`src/rtl/display_scan_pkg.sv`:
```
// Shared display definitions: hex glyph table, anode decode table, blank code
// and the frame type used by the digit scanner.
package display_scan_pkg;

  typedef enum logic [1:0] {
    DIGIT0 = 2'd0,
    DIGIT1 = 2'd1,
    DIGIT2 = 2'd2,
    DIGIT3 = 2'd3
  } digit_e;

  typedef struct packed {
    logic [15:0] val;
    logic [3:0]  dp;
  } frame_t;

  localparam logic [7:0] BLANK = 8'hFF;

  // Active-low g..a glyphs, entry [n] is hex digit n (0-9, A, b, C, d, E, F).
  localparam logic [15:0][6:0] HEX_GLYPH = {
    7'h0E, 7'h06, 7'h21, 7'h46, 7'h03, 7'h08, 7'h10, 7'h00,
    7'h78, 7'h02, 7'h12, 7'h19, 7'h30, 7'h24, 7'h79, 7'h40
  };

  localparam logic [3:0][3:0] ANODE_ONEHOT = {
    4'b0111, 4'b1011, 4'b1101, 4'b1110
  };

  // True when every nibble from position k up to the top of v is zero.
  function automatic logic upper_zero(input logic [15:0] v, input logic [1:0] k);
    return (v >> {k, 2'b00}) == 16'h0000;
  endfunction

endpackage

```
`src/rtl/display_scan_display7seg.sv`:
```
// Hex nibble to active-low seven-segment glyph (g..a); decimal point is
// handled by the caller.
module display7seg
  import display_scan_pkg::*;
(
  input  logic [3:0] hex_i,
  output logic [6:0] seg_o
);

  always_comb begin
    seg_o = HEX_GLYPH[hex_i];
  end

endmodule

```
`src/rtl/display_scan.sv`:
```
// Four-digit multiplexed seven-segment scanner with frame-synchronous value
// update and optional leading-zero blanking.
module display_scan
  import display_scan_pkg::*;
#(
  parameter int unsigned CLK_DIV = 50000
) (
  input  logic        clk,
  input  logic        rst,
  input  logic        load,
  input  logic [15:0] value,
  input  logic [3:0]  dp_mask,
  input  logic        blank_lz,
  output logic [3:0]  an,
  output logic [7:0]  seg,
  output logic        pending
);

  logic [15:0] cnt_q, cnt_d;
  digit_e      idx_q, idx_d;
  frame_t      disp_q, disp_d;
  frame_t      pend_q, pend_d;
  logic        pending_q, pending_d;
  logic [3:0]  an_q, an_d;
  logic [7:0]  seg_q, seg_d;

  logic        tick;
  logic        boundary;
  logic        blank;
  logic [3:0]  nib;
  logic [6:0]  glyph;

  always_comb begin
    tick     = (cnt_q == 16'(CLK_DIV - 1));
    boundary = tick && (idx_q == DIGIT3);
    cnt_d    = tick ? '0 : cnt_q + 16'd1;
    idx_d    = tick ? digit_e'(idx_q + 2'd1) : idx_q;
  end

  // A load on the boundary cycle bypasses the pending buffer so the new
  // frame starts with it and nothing is left pending.
  always_comb begin
    pend_d    = pend_q;
    pending_d = pending_q;
    disp_d    = disp_q;
    if (load) begin
      pend_d    = '{val: value, dp: dp_mask};
      pending_d = 1'b1;
    end
    if (boundary) begin
      if (load) begin
        disp_d = '{val: value, dp: dp_mask};
      end else if (pending_q) begin
        disp_d = pend_q;
      end
      pending_d = 1'b0;
    end
  end

  // Outputs are computed from the post-edge index and frame so the slot
  // shown after a tick is consistent with a freshly transferred value.
  always_comb begin
    nib   = disp_d.val[{idx_d, 2'b00} +: 4];
    blank = blank_lz && (idx_d != DIGIT0) && upper_zero(disp_d.val, idx_d);
    an_d  = an_q;
    seg_d = seg_q;
    if (tick) begin
      if (blank) begin
        an_d  = '1;
        seg_d = BLANK;
      end else begin
        an_d  = ANODE_ONEHOT[idx_d];
        seg_d = {~disp_d.dp[idx_d], glyph};
      end
    end
  end

  display7seg u_dec (
    .hex_i (nib),
    .seg_o (glyph)
  );

  always_ff @(posedge clk or posedge rst) begin
    if (rst) begin
      cnt_q     <= '0;
      idx_q     <= DIGIT0;
      disp_q    <= '0;
      pend_q    <= '0;
      pending_q <= 1'b0;
      an_q      <= 4'b1110;
      seg_q     <= 8'hC0;
    end else begin
      cnt_q     <= cnt_d;
      idx_q     <= idx_d;
      disp_q    <= disp_d;
      pend_q    <= pend_d;
      pending_q <= pending_d;
      an_q      <= an_d;
      seg_q     <= seg_d;
    end
  end

  assign an      = an_q;
  assign seg     = seg_q;
  assign pending = pending_q;

endmodule

```
`config.mk`:
```
export PLATFORM = sky130hd
export DESIGN_NAME = display_scan
export DESIGN_NICKNAME = d
export VERILOG_FILES = /design/src/rtl/display_scan_pkg.sv /design/src/rtl/display_scan_display7seg.sv /design/src/rtl/display_scan.sv
export SDC_FILE = /design/constraint.sdc
export NUM_CORES = 1
export LEC_CHECK = 0
export CAP_MARGIN = 20
export CORE_MARGIN = 5
export CORE_UTILIZATION = 30
export CTS_BUF_LIST = sky130_fd_sc_hd__clkbuf_8
export CTS_CLUSTER_DIAMETER = 80
export DETAILED_ROUTE_END_ITERATION = 7
export PLACE_DENSITY_LB_ADDON = 0.25
export SETUP_SLACK_MARGIN = 0.05
export SLEW_MARGIN = 15
export SYNTH_ARGS = -nofsm -noshare
export SYNTH_HDL_FRONTEND = slang
export SYNTH_SLANG_ARGS = --single-unit
export TNS_END_PERCENT = 1
```
`constraint.sdc`:
```
create_clock -name clk -period 7.5 [get_ports clk]
set_input_delay 1.5 -clock clk [delete_from_list [all_inputs] [get_ports clk]]
set_output_delay 1.5 -clock clk [all_outputs]
set_load 0.01 [all_outputs]
```
## Word level (Yosys, flattened, before mapping)

Memory sizes are Yosys's and may differ from the RTL's.
Cells that the tools add are included.

- Add/subtract/negate cells: 2
- Order comparisons: 2
- Eq/ne operators: 2
- Shift operators: 2
- Mux-type cells: 14
- Bitwise logic cells: 1
- Reduce and logical (&&, ||, !) cells: 6

Operators with widths:

| cell | count |
|---|---|
| 20-bit two-way mux | 3 |
| 16-bit by 1-bit adder with 16-bit output (second input constant) | 1 |
| 16-bit equality test (second input constant) | 1 |
| 16-bit zero test | 1 |
| 16-bit two-way mux | 1 |
| 16-bit by 5-bit indexed part select with 4-bit output | 1 |
| 16-bit by 4-bit right shift with 16-bit output | 1 |
| 4-bit binary-select mux with 2-bit select | 1 |
| 4-bit two-way mux | 2 |
| 8-bit two-way mux | 1 |
| 7-bit two-way mux | 1 |
| 4-bit by 5-bit < comparator with 1-bit output (second input constant) | 1 |
| 2-bit nonzero test | 2 |
| 1-bit logical AND | 3 |
| 2-bit by 3-bit < comparator with 1-bit output (second input constant) | 1 |
| 1-bit two-way mux | 3 |
| 2-bit by 1-bit adder with 2-bit output (second input constant) | 1 |
| 1-bit binary-select mux with 2-bit select | 1 |
| 2-bit equality test (second input constant) | 1 |
| 2-bit two-way mux | 1 |
| 1-bit NOT | 1 |

- Flip-flop bits (word level): 71
- Memory bits (read-only): 112
- Bits of input ports: 24
- Output and inout bits: 13
- Memories kept: 1

Memory list:

| memory | depth | width | rd ports | clocked after memory_dff | wr ports | RTL line | text |
|---|---|---|---|---|---|---|---|
| (name not given) | 16 | 7 | 1 | 0 | 0 | display_scan_display7seg.sv:11 | `seg_o = HEX_GLYPH[hex_i];` |

## Logic depth before layout (Yosys ltp)

- Depth after elaboration: 7
- Gate-level depth with buffers: 15
- Mapped depth without buffers: 14

## Hierarchy

Synthesis repeated with hierarchy kept, for this count alone.

- Cell total of the unflattened synthesis: 363
- Area total of the unflattened synthesis: 3746.1 sq um

Modules (own cells, without submodules):

| module | instances | cells an instance | area each (sq um) |
|---|---|---|---|
| display_scan | 1 | 331 | 3470.8 |
| display7seg | 1 | 32 | 275.3 |

## Worst setup path after synthesis

No wires, ideal clock.

- Path type: input port to flip-flop
- From: input load
- To: register an_q[1] (netlist: an[1])
- Library setup time: 77 ps
- Arrival: 3574 ps
- Data required time: 7423 ps
- Setup slack: 3849 ps
- Cell stages on the path: 11
- Path buffers: 1
- Path through: buf_6 -> mux2_2 -> mux2_4 -> a22o_1 -> a221o_1 -> inv_2 -> ha_1 -> o2111ai_1 -> nor3_2 -> a21boi_2 -> a31oi_1

RTL lines:

| element | RTL line | text |
|---|---|---|
| start, declared | display_scan.sv:10 | `input logic load,` |
| end signal, assigned | display_scan.sv:98 | `an_q <= an_d;` |
| end, declared | display_scan.sv:24 | `logic [3:0] an_q, an_d;` |

==> reports/metrics.csv <==
stage;metric;value;unit
critical_path;Critical Path Fanout Max;33;
critical_path;CP max stage delay;0.56;ns
logic_synthesis;Synth cell types;58;
finish;Fill cells;1139;
grt;initial antenna violation count;0;
grt;first-pass GRT wire length;13400;um
cts;Clock Latency Late Sink;0.34;ns
critical_path;endpoint class of the critical path;flip-flop;
drt;post-DR wirelength/cell;16.0;um
die;core area;11500;um2
drt;final wirelength;8000;um
finish;area of all sequential standard cells;1780;um2
sta;endpoints failing hold;0;
finish;number of diodes;0;
finish;post-layout net count;383;
cts;CTS tree;yes;
logic_synthesis;Seq/Total Area, Yosys;50.1;%
grt;Total GRT Usage;11.7;%
grt;vias in the first global route;2638;
place;placed inst area;4020;um2
logic_synthesis;ys async rst share;100;%
power;Pwr Density;193;nW/um2
logic_synthesis;Gate Count Post-Synth;313;
grt;largest net degree at the start of global routing;72;
cts;CTS Sinks;71;
critical_path;startpoint types;input pin;
sta;Period minus WS final;4.44;ns
worst_hold_path;Hold Crit Class;reg2reg;
cts;clock buffer depth;2;
cts;CTS buffer count;9;
finish;commonest non-fill, non-tap cell in the layout;dfrtp_1;
drt;initial drt markers;119;
cts;number of setup buffers added after CTS;0;
die;DIE AREA;14200;um2
logic_synthesis;Seq cells post-synth;71;
status;status;finished, final reports clean;
cts;cts repair resizes;0;
logic_synthesis;main flop type after synthesis;dfrtp_1;
logic_synthesis;synthesized net count;345;
logic_synthesis;Post-synth EDFFs;0;
sta;fmax;0.225;GHz
finish;Area Overhead vs Synth;19.8;%
critical_path;critical path type;in2reg;
finish;final instance area;4270;um2
sta;setup_tns;0;ns
sta;Slew Limit Headroom;38.2;%
power;P_leak;1.85;nW
cts;hold_buf cts;0;
logic_synthesis;Synth warnings;0;
drt;Routed Antenna Nets;0;
logic_synthesis;Post-Syn Area per Cell;11.4;um2
grt;grt total ovfl;0;
sta;Final Slew Violations;0;
die;num rows;39;
drt;# DRC;0;
finish;commonest non-fill, non-tap cells in the layout;dfrtp_1, clkdlybuf4s50_1, nor2_1;
critical_path;crit-path cells;clkdlybuf4s50_1, buf_4, o21ai_2, mux2_2, a22o_1, a221o_1, inv_2, ha_1, o2111ai_1, nor3_2, a21boi_2, a31oi_1;
sta;Slew @ Worst Pin;0.927;ns
drt;vias per cell;4.97;
cts;clock-pin slew on the worst setup and hold paths;0.08;ns
critical_path;critical path's top delay family;compound AO/OA/AOI/OAI gates;
finish;area of the multi-input gates;1630;um2
sta;clk_skew;0.0112;ns
place;HPWL Detailed;5510;um
die;Initial Util;30.9;%
sta;final setup margin;3.06;ns
die;Die H;119;um
power;Max VDD drop;83.4;uV
critical_path;Critical Path AT;4.71;ns
sta;Hold Slack;0.461;ns
critical_path;WP buf/inv;3;
drt;detailed-route via count;2480;
sta;final period utilization;59.2;%
place;routability cong.;0.778;
critical_path;WP data required;7.77;ns
place;DP Worst Slack;2.73;ns
sta;RSZ-0062 raised after global routing;false;
logic_synthesis;Syn Std Cell Area;3560;um2
flow_run;Max-cap violations;0;
die;I/O pin count;37;
critical_path;Crit-path slowest cell;o21ai_2;
place;Buffers on Ports;36;
drt;first-pass detailed-route iteration total;4;
cts;H-tree depth;3;
sta;Final Setup Violations;0;
cts;CTS Root Cell;clkbuf_8;
finish;layout cells sized above 1;20.5;%
die;die width;119;um
-- worst paths after layout --
kind / startpoint / endpoint / slack (ns) / depth (start not counted)
max: load / an[1] / 3.06 / 12
min: cnt_q[0] / cnt_q[0] / 0.46 / 1
max reg2reg: idx_q[0] / an[1] / 3.45 / 13
min reg2reg: cnt_q[0] / cnt_q[0] / 0.46 / 1
max in group asynchronous: rst / an[0] / 5.14 / 3
min in group asynchronous: rst / pend_q[18] / 1.75 / 3
-- through the flow --
| step | cells | utilization, % | power (mW) |
|---|---|---|---|
| floorplan | 313 | - | 0.426 |
| global placement | 483 | 34.9 | 0.446 |
| detailed placement | 483 | 34.9 | 0.447 |
| global route | 499 | 37.1 | 0.861 |
| CTS | 499 | 37.1 | 0.841 |
| finish | 499 | 37.1 | 0.825 |
-- registers in the layout, indices dropped and copies added, names as in the netlist --
name	cells
an	4
cnt_q	16
disp_q	20
idx_q	2
pend_q	20
pending	1
seg	8
-- area by class of cell --
| type | instances | area share (%) |
|---|---|---|
| Tap cell | 143 | 4.19 |
| Timing Repair Buffer | 38 | 8.80 |
| Multi-Input combinational cell | 219 | 38.3 |
| Clock buffer | 9 | 2.90 |
| Inverter | 12 | 1.06 |
| Clock inverter | 7 | 2.99 |
| Sequential cell | 71 | 41.8 |
-- cells in the mapped netlist (3+ instances only) --
library cell,number,area (um2)
a21oi_1,14,70.1
a22oi_1,4,30.0
a31oi_1,6,37.5
a32oi_1,6,52.6
and3_1,5,31.3
buf_6,6,67.6
clkbuf_1,3,11.3
dfrtp_1,66,1650
dfstp_2,5,131
ha_1,8,100
inv_1,9,33.8
inv_2,3,11.3
mux2_2,26,293
mux2i_1,8,80.1
nand2_1,17,63.8
nand3_1,22,110
nor2_1,34,128
nor2b_1,3,18.8
o22ai_1,10,62.6
xnor2_1,5,43.8
xor2_1,10,87.6
-- kinds of logic (layout without fill, tap and decap cells) --
family,after synthesis,in the layout,share of synthesized area [%]
fa+ha+maj,8,8,2.81
xor+xnor,16,16,4.46
flops,71,71,50.1
mux,37,37,11.9
simple gates,100,100,14.9
compound gates,58,58,11.8
buf+inv,23,66,4.07
-- layer usage --
layer	up-vias	routed length [um]	GRT usage (%)	part of all wire [%]
li1	1211	-	-	-
met4	0	108	5.00	1.4
met2	38	3440	16.7	43
met3	11	251	2.94	3.1
met1	1220	4200	16.9	53
met5	-	0	0	0
-- report_power, final --
group          internal (mW)  total (mW)  switching (mW)
clock network          0.226       0.386           0.160
logic                 0.0217      0.0413          0.0196
registers              0.393       0.398         0.00431
(Power assumes the default switching activity.)
